===== config.mk =====
export PLATFORM = sky130hd
export DESIGN_NAME = store_narrow_unit
export DESIGN_NICKNAME = d
export VERILOG_FILES = /design/src/rtl/store_narrow_unit.sv
export SDC_FILE = /design/constraint.sdc
export NUM_CORES = 1
export LEC_CHECK = 0
export BUFFER_PORTS_ARGS = -buffer_cell sky130_fd_sc_hd__buf_2
export CORE_MARGIN = 4
export CORE_UTILIZATION = 40
export CTS_BUF_LIST = sky130_fd_sc_hd__clkbuf_4 sky130_fd_sc_hd__clkbuf_8
export CTS_CLUSTER_SIZE = 16
export DETAILED_ROUTE_END_ITERATION = 6
export HOLD_SLACK_MARGIN = 0.02
export PLACE_DENSITY = 0.72
export SLEW_MARGIN = 30
export SYNTH_ARGS = -nofsm -noshare
export SYNTH_HDL_FRONTEND = slang
export SYNTH_SLANG_ARGS = --single-unit

===== constraint.sdc =====
create_clock -name clk -period 2.6 [get_ports clk]
set_input_delay 0.13 -clock clk [delete_from_list [all_inputs] [get_ports clk]]
set_output_delay 0.13 -clock clk [all_outputs]
set_load 0.01 [all_outputs]

===== src/rtl/store_narrow_unit.sv =====
// Narrows a 32-bit register value to byte/halfword/word and writes it out one
// byte per accepted memory beat, in big- or little-endian order.
module store_narrow_unit #(
  parameter int ENDIAN_BIG = 1
) (
  input  logic        clk,
  input  logic        rst,
  input  logic        start,
  input  logic [31:0] store_data,
  input  logic [1:0]  store_size,
  input  logic [31:0] base_addr,
  output logic        busy,
  output logic        done,
  output logic        misalign_err,
  output logic [31:0] mem_addr,
  output logic [7:0]  mem_wdata,
  output logic        mem_we,
  input  logic        mem_ready,
  output logic [1:0]  dbg_state
);

  // Handshake: a byte transfers at a rising edge where mem_we=1 and mem_ready=1;
  // while mem_ready=0 the address, data and mem_we hold unchanged.
  typedef enum logic [1:0] {
    S_IDLE  = 2'd0,
    S_WRITE = 2'd1,
    S_DONE  = 2'd2,
    S_ERR   = 2'd3
  } state_t;

  state_t      state_q, state_d;
  logic [31:0] data_q, data_d;
  logic [1:0]  size_q, size_d;
  logic [31:0] addr_q, addr_d;
  logic [1:0]  k_q, k_d;

  logic [1:0]  last_k;
  logic [1:0]  byte_sel;
  logic [7:0]  cur_byte;
  logic        misaligned;

  assign misaligned = (store_size == 2'b11) ||
                      (store_size == 2'b01 && base_addr[0]) ||
                      (store_size == 2'b10 && base_addr[1:0] != 2'b00);

  always_comb begin
    case (size_q)
      2'b00:   last_k = 2'd0;
      2'b01:   last_k = 2'd1;
      default: last_k = 2'd3;
    endcase
  end

  // Selecting within [0, last_k] is what truncates the unused upper bytes.
  assign byte_sel = (ENDIAN_BIG != 0) ? (last_k - k_q) : k_q;

  always_comb begin
    case (byte_sel)
      2'd0:    cur_byte = data_q[7:0];
      2'd1:    cur_byte = data_q[15:8];
      2'd2:    cur_byte = data_q[23:16];
      default: cur_byte = data_q[31:24];
    endcase
  end

  always_comb begin
    state_d = state_q;
    data_d  = data_q;
    size_d  = size_q;
    addr_d  = addr_q;
    k_d     = k_q;
    case (state_q)
      S_IDLE: begin
        if (start) begin
          data_d  = store_data;
          size_d  = store_size;
          addr_d  = base_addr;
          k_d     = 2'd0;
          state_d = misaligned ? S_ERR : S_WRITE;
        end
      end
      S_WRITE: begin
        if (mem_ready) begin
          if (k_q == last_k) begin
            state_d = S_DONE;
          end else begin
            k_d = k_q + 2'd1;
          end
        end
      end
      S_DONE:  state_d = S_IDLE;
      default: state_d = S_IDLE;
    endcase
  end

  always_ff @(posedge clk) begin
    if (rst) begin
      state_q <= S_IDLE;
      data_q  <= 32'd0;
      size_q  <= 2'd0;
      addr_q  <= 32'd0;
      k_q     <= 2'd0;
    end else begin
      state_q <= state_d;
      data_q  <= data_d;
      size_q  <= size_d;
      addr_q  <= addr_d;
      k_q     <= k_d;
    end
  end

  always_comb begin
    busy         = (state_q != S_IDLE);
    done         = (state_q == S_DONE);
    misalign_err = (state_q == S_ERR);
    mem_we       = (state_q == S_WRITE);
    mem_addr     = 32'd0;
    mem_wdata    = 8'd0;
    if (state_q == S_WRITE) begin
      mem_addr  = addr_q + {30'd0, k_q};
      mem_wdata = cur_byte;
    end
  end

  assign dbg_state = state_q;

endmodule

Word-level counts from Yosys, hierarchy flattened:

Cells that the tools add are included.
W data, S select, Z words.

* word-level logic and storage cells: 48
* output and inout bits: 46
* flip-flop bits (word level): 70

* equal/unequal tests: 14
* multiplexer cells: 13
* reduce and logical (&&, ||, !) cells: 13
* add/subtract/negate cells: 3

Operators by type and width (number)
* $add A32 B2 Y32: 1
* $mux W32: 1
* $pmux W8 S3: 1
* $mux W2: 7
* $pmux W2 S2: 3
* $eq A2 B2 Y1 const B: 5
* $eq A2 B1 Y1 const B: 4
* $mux W8: 1
* $logic_not A2 Y1: 3
* $reduce_bool A2 Y1: 3
* $ne A2 B1 Y1 const B: 2
* $ne A2 B2 Y1 const B: 2
* $reduce_and A4 Y1: 1
* $reduce_and A3 Y1: 1
* $add A2 B1 Y2 const B: 1
* $eq A2 B2 Y1: 1
* $logic_and A1 B1 Y1: 2
* $logic_or A1 B1 Y1: 2
* $reduce_and A2 Y1: 1
* $sub A2 B2 Y2: 1

Longest topological paths before layout:

* word-level depth: 7
* depth in mapped cells: 7
* depth with buffers taken out: 6

Least setup slack after synthesis:

Ideal clock, no wire load.

* path kind: reg-to-output
* from: reg k_q[0]
* to: out mem_addr[28]
* cell stages (with the launch flop): 8
* setup slack: 493 ps
* buffers on the path: 1
* arrival time: 1977 ps
* cell sequence: dfxtp_1 > ha_1 > fa_1 > and3_1 > buf_2 > nand4_1 > or4_1 > a21oi_1

* word-level cells in the longest chain between the ends: 2

Ends and longest elaborated chain
* from (decl): RTL line 35 `logic [1:0] k_q, k_d;`
* from (signal assigned): RTL line 108 `k_q <= k_d;`
* $add A32 B2 Y32: RTL line 120 `mem_addr = addr_q + {30'd0, k_q};`
* $mux W32: RTL line 119 `if (state_q == S_WRITE) begin`
* to (decl): RTL line 15 `output logic [31:0] mem_addr,`

Every way passes these cells.

Worst setup path after layout:

* from: reg addr_q[0]
* to: out mem_addr[26]

* word-level cells in the longest chain between the ends: 2

Ends and longest elaborated chain
* from (decl): RTL line 34 `logic [31:0] addr_q, addr_d;`
* from (signal assigned): RTL line 107 `addr_q <= addr_d;`
* $add A32 B2 Y32: RTL line 120
* $mux W32: RTL line 119

Every way passes these cells.

==> qor.log <==
[clock_tree] Clk Latency, worst-skew pair 340 ps
[worst_setup_path] Critical Path Start addr_q[0]$_SDFFE_PP0P_
[logic_synthesis] number of synthesized flops with an enable pin 0
[timing] Slew headroom 49.7%
[worst_hold_path] Min-Delay Path Depth 3
[drt] first-pass iteration count of the detailed router 4
[floorplanning] I/O pins 116
[global_route] pin count of the biggest net entering global routing 68
[logic_synthesis] sequential fraction of the synthesis area 38.3%
[floorplanning] Die X 104 um
[timing] worst hold margin 29.3 ps
[timing] final number of hold-violating endpoints 0
[worst_setup_path] sort of element at the start of the critical path register
[clock_tree] number of buffers created by CTS 9
[power] power consumption 2.61 mW
[logic_synthesis] asr flop ratio synth 0%
[logic_synthesis] #FFs+latches synth 70
[timing] setup ws final 146 ps
[power] part of the total power dissipated in combinational logic 18.6%
[worst_setup_path] r2r worst-path depth 5
[drt] count of routing violations after the opening detailed-route iteration 177
[drt] via density per instance 5.24
[power] clock group share of total power 34.3%
[clock_tree] worst-case clock buffer depth 2
[global_route] initial antenna violation count 1
[flow_run] max_cap viols 0
[timing] Final Setup Violations 0
[timing] max-slew violations 0
[layout] non-filler instance count after layout 736
[drt] vias after detailed routing 3,860
[worst_setup_path] critical path type register to output port
[logic_synthesis] top-area cell type share of the netlist area 38.3%
[power] proportion of power drawn by flip-flops and latches 47.1%
[layout] number of nets in the layout 697
[worst_setup_path] kind of end point of the critical path output port
[clock_tree] Max H-tree Level 3
[worst_setup_path] Req. time, crit path 2470 ps
[logic_synthesis] total of warnings raised by yosys 0
[timing] largest clock skew in the final design 13.2 ps
[outcome] result of the run completed
[placed_design] Post-Place Cell Area 0.00428 mm2
[power] largest vdd supply drop 0.296 mV
[power] cell-internal power 1.83 mW
[logic_synthesis] unique cell type count in the Yosys netlist 39
[clock_tree] clock slew at the register clock pins of the worst setup and hold paths 80 ps
[worst_setup_path] FF-to-FF Start dbg_state[0]$_SDFFE_PP0P_
[layout] share of post-route cells with drive strength above 1 23.9%
[timing] final worst path period share 94.4%
[drt] residual DRC count 0
[layout] commonest non-fill, non-tap cell in the layout sky130_fd_sc_hd__nand2_1
[layout] utilization after layout 54.2%
[worst_setup_path] worst r2r dst data_q[28]$_SDFFE_PP0P_
[drt] total wire length 10,400 um
[floorplanning] Initial Util 41.6%
[global_route] vias in the first global route 3,525
[global_route] total congestion overflow after global routing 0
[clock_tree] root buf cell sky130_fd_sc_hd__clkbuf_8
[power] static leakage 2.06 nW
[clock_tree] TritonCTS clock tree done
[logic_synthesis] prevailing post-synth register cell sky130_fd_sc_hd__dfxtp_1
[placed_design] weighted congestion at the end of routability-driven global placement 0.851
[timing] setup repair after global routing missed its margin no
[placed_design] Post-Place Setup Slack 336 ps
[power] total net switching power 0.780 mW
[worst_setup_path] Arrival @ worst endpoint 2320 ps
[worst_setup_path] top fanout value on the critical path 4
[logic_synthesis] average size of a mapped cell 7.37 um2
[global_route] global-route wire length before repair 17,100 um
[drt] count of antenna-violating nets left after detailed routing 0
[logic_synthesis] Syn Nets 571
[logic_synthesis] top area cells in the synthesized netlist sky130_fd_sc_hd__dfxtp_1, sky130_fd_sc_hd__nand2_1, sky130_fd_sc_hd__a21oi_1, sky130_fd_sc_hd__mux2i_1, sky130_fd_sc_hd__clkbuf_1
[global_route] Overall Global Routing Usage 19.1%
[drt] average wire per cell in the routed design 14.2 um
[logic_synthesis] leading area contributor after synthesis sky130_fd_sc_hd__dfxtp_1
[placed_design] number of buffers added on ports 115
[floorplanning] total core area 0.00881 mm2
[layout] diode count 0
[worst_setup_path] end point of the critical path mem_addr[26]
[power] switching part of the total 29.9%
[placed_design] Post-DP HPWL 7240 um
[logic_synthesis] area of the mapped netlist 0.00366 mm2
[layout] commonest cells after routing, fill and taps aside sky130_fd_sc_hd__nand2_1, sky130_fd_sc_hd__buf_2, sky130_fd_sc_hd__a21oi_1, sky130_fd_sc_hd__dfxtp_1, sky130_fd_sc_hd__dlygate4sd3_1
[timing] upper clock frequency limit 408 MHz
[placed_design] number of placed cells counting well taps 693
[timing] final-layout setup total negative slack 0 ps
[power] P per Cell Area 546 mW/mm2
[worst_setup_path] reg-to-reg setup timing slack 910 ps
[timing] crit path time final 2450 ps
[clock_tree] sinks on the clock net 70
[floorplanning] Total Die Area 0.0108 mm2
[floorplanning] y dimension of the die 104 um
[timing] transition time at the pin with the least slew margin 754 ps
[layout] Layout Cell Area excl Fill 0.00477 mm2
[logic_synthesis] number of standard cells after synthesis 497
[layout] area growth from synthesis to layout 30.3%
[worst_hold_path] class of the tightest hold or removal check input pin to register
[floorplanning] row count 34
[power groups by stage]
stage | Sequential, mW | Clock (mW) | Combinational (mW)
6_report | 1.23 | 0.894 | 0.484
5_1_grt | 1.24 | 0.956 | 0.547
4_1_cts | 1.23 | 0.909 | 0.482
3_5_place_dp | 1.25 | 0 | 0.451
3_3_place_gp | 1.25 | 0 | 0.440
2_1_floorplan | 1.23 | 0 | 0.308
[cells by family after synthesis]
| kind of cell | count (synthesis) | share of synthesized area [%] |
|---|---|---|
| compound gates | 118 | 17.8 |
| fa+ha+maj | 4 | 1.57 |
| mux | 19 | 5.19 |
| buf+inv | 37 | 4.37 |
| flops | 70 | 38.3 |
| simple gates | 234 | 29.0 |
| xor+xnor | 15 | 3.79 |
[registers in the layout, indices dropped and copies added (netlist names)]
signal,count
dbg_state,2
addr_q,32
data_q,32
size_q,2
k_q,2
[cell usage after synthesis (2+ instances only)]
cell / count
sky130_fd_sc_hd__o41ai_1: 3
sky130_fd_sc_hd__o31ai_1: 5
sky130_fd_sc_hd__xnor2_1: 5
sky130_fd_sc_hd__o21ai_0: 11
sky130_fd_sc_hd__o22ai_1: 8
sky130_fd_sc_hd__o311ai_0: 3
sky130_fd_sc_hd__nor2_1: 17
sky130_fd_sc_hd__nand4_1: 10
sky130_fd_sc_hd__inv_1: 3
sky130_fd_sc_hd__or3_1: 7
sky130_fd_sc_hd__nand2b_1: 7
sky130_fd_sc_hd__buf_6: 2
sky130_fd_sc_hd__and3_1: 5
sky130_fd_sc_hd__clkbuf_1: 24
sky130_fd_sc_hd__buf_2: 2
sky130_fd_sc_hd__nor3_1: 5
sky130_fd_sc_hd__or4_1: 5
sky130_fd_sc_hd__xor2_1: 9
sky130_fd_sc_hd__mux2i_1: 19
sky130_fd_sc_hd__nand2_1: 152
sky130_fd_sc_hd__and4_1: 6
sky130_fd_sc_hd__a21oi_1: 83
sky130_fd_sc_hd__ha_1: 3
sky130_fd_sc_hd__buf_1: 5
sky130_fd_sc_hd__and2_1: 6
sky130_fd_sc_hd__nand3_1: 10
sky130_fd_sc_hd__dfxtp_1: 70
[layer usage]
layer	up-vias	GRT usage, %	wire length [um]
met5	-	0	7
met4	2	6.08	116
met3	13	4.79	850
met2	135	32.9	5040
met1	1747	23.4	4430
li1	1963	-	-
[how the worst min path moves through the flow]
| stage | startpoint | to |
|---|---|---|
| after floorplan | store_data[0] | data_q[0]$_SDFFE_PP0P_ |
| final | base_addr[6] | addr_q[6]$_SDFFE_PP0P_ |
| after detailed placement | base_addr[19] | addr_q[19]$_SDFFE_PP0P_ |
| after global routing | base_addr[8] | addr_q[8]$_SDFFE_PP0P_ |
| after global placement | store_data[19] | data_q[19]$_SDFFE_PP0P_ |
| after CTS | base_addr[6] | addr_q[6]$_SDFFE_PP0P_ |
[cell type report]
cell class,count,area (um2)
Clock buffer,11,139
Inverter,3,11.3
Clock inverter,5,60.1
Timing Repair Buffer,149,893
Multi-Input combinational cell,390,2130
Sequential cell,70,1400
Fill cell,843,4030
Tap cell,108,135
[critical path: stages (launching register included)]
cell,delay [ps]
sky130_fd_sc_hd__dfxtp_1,360
sky130_fd_sc_hd__ha_2,210
sky130_fd_sc_hd__fa_1,210
sky130_fd_sc_hd__and3_4,210
sky130_fd_sc_hd__nand4_1,190
sky130_fd_sc_hd__buf_4,210
sky130_fd_sc_hd__or3_1,300
sky130_fd_sc_hd__a21oi_1,150
sky130_fd_sc_hd__buf_2,160
[what timing repair did]
item	in CTS	in global routing
cloned	0	0
pin swaps	0	3
setup endpoints to repair	2	9
endpoints found under the hold margin	25	0
resized for setup	0	8
setup buffers	2	0
hold buffers	25	0
No activity file was read; power rests on OpenSTA's default activity.
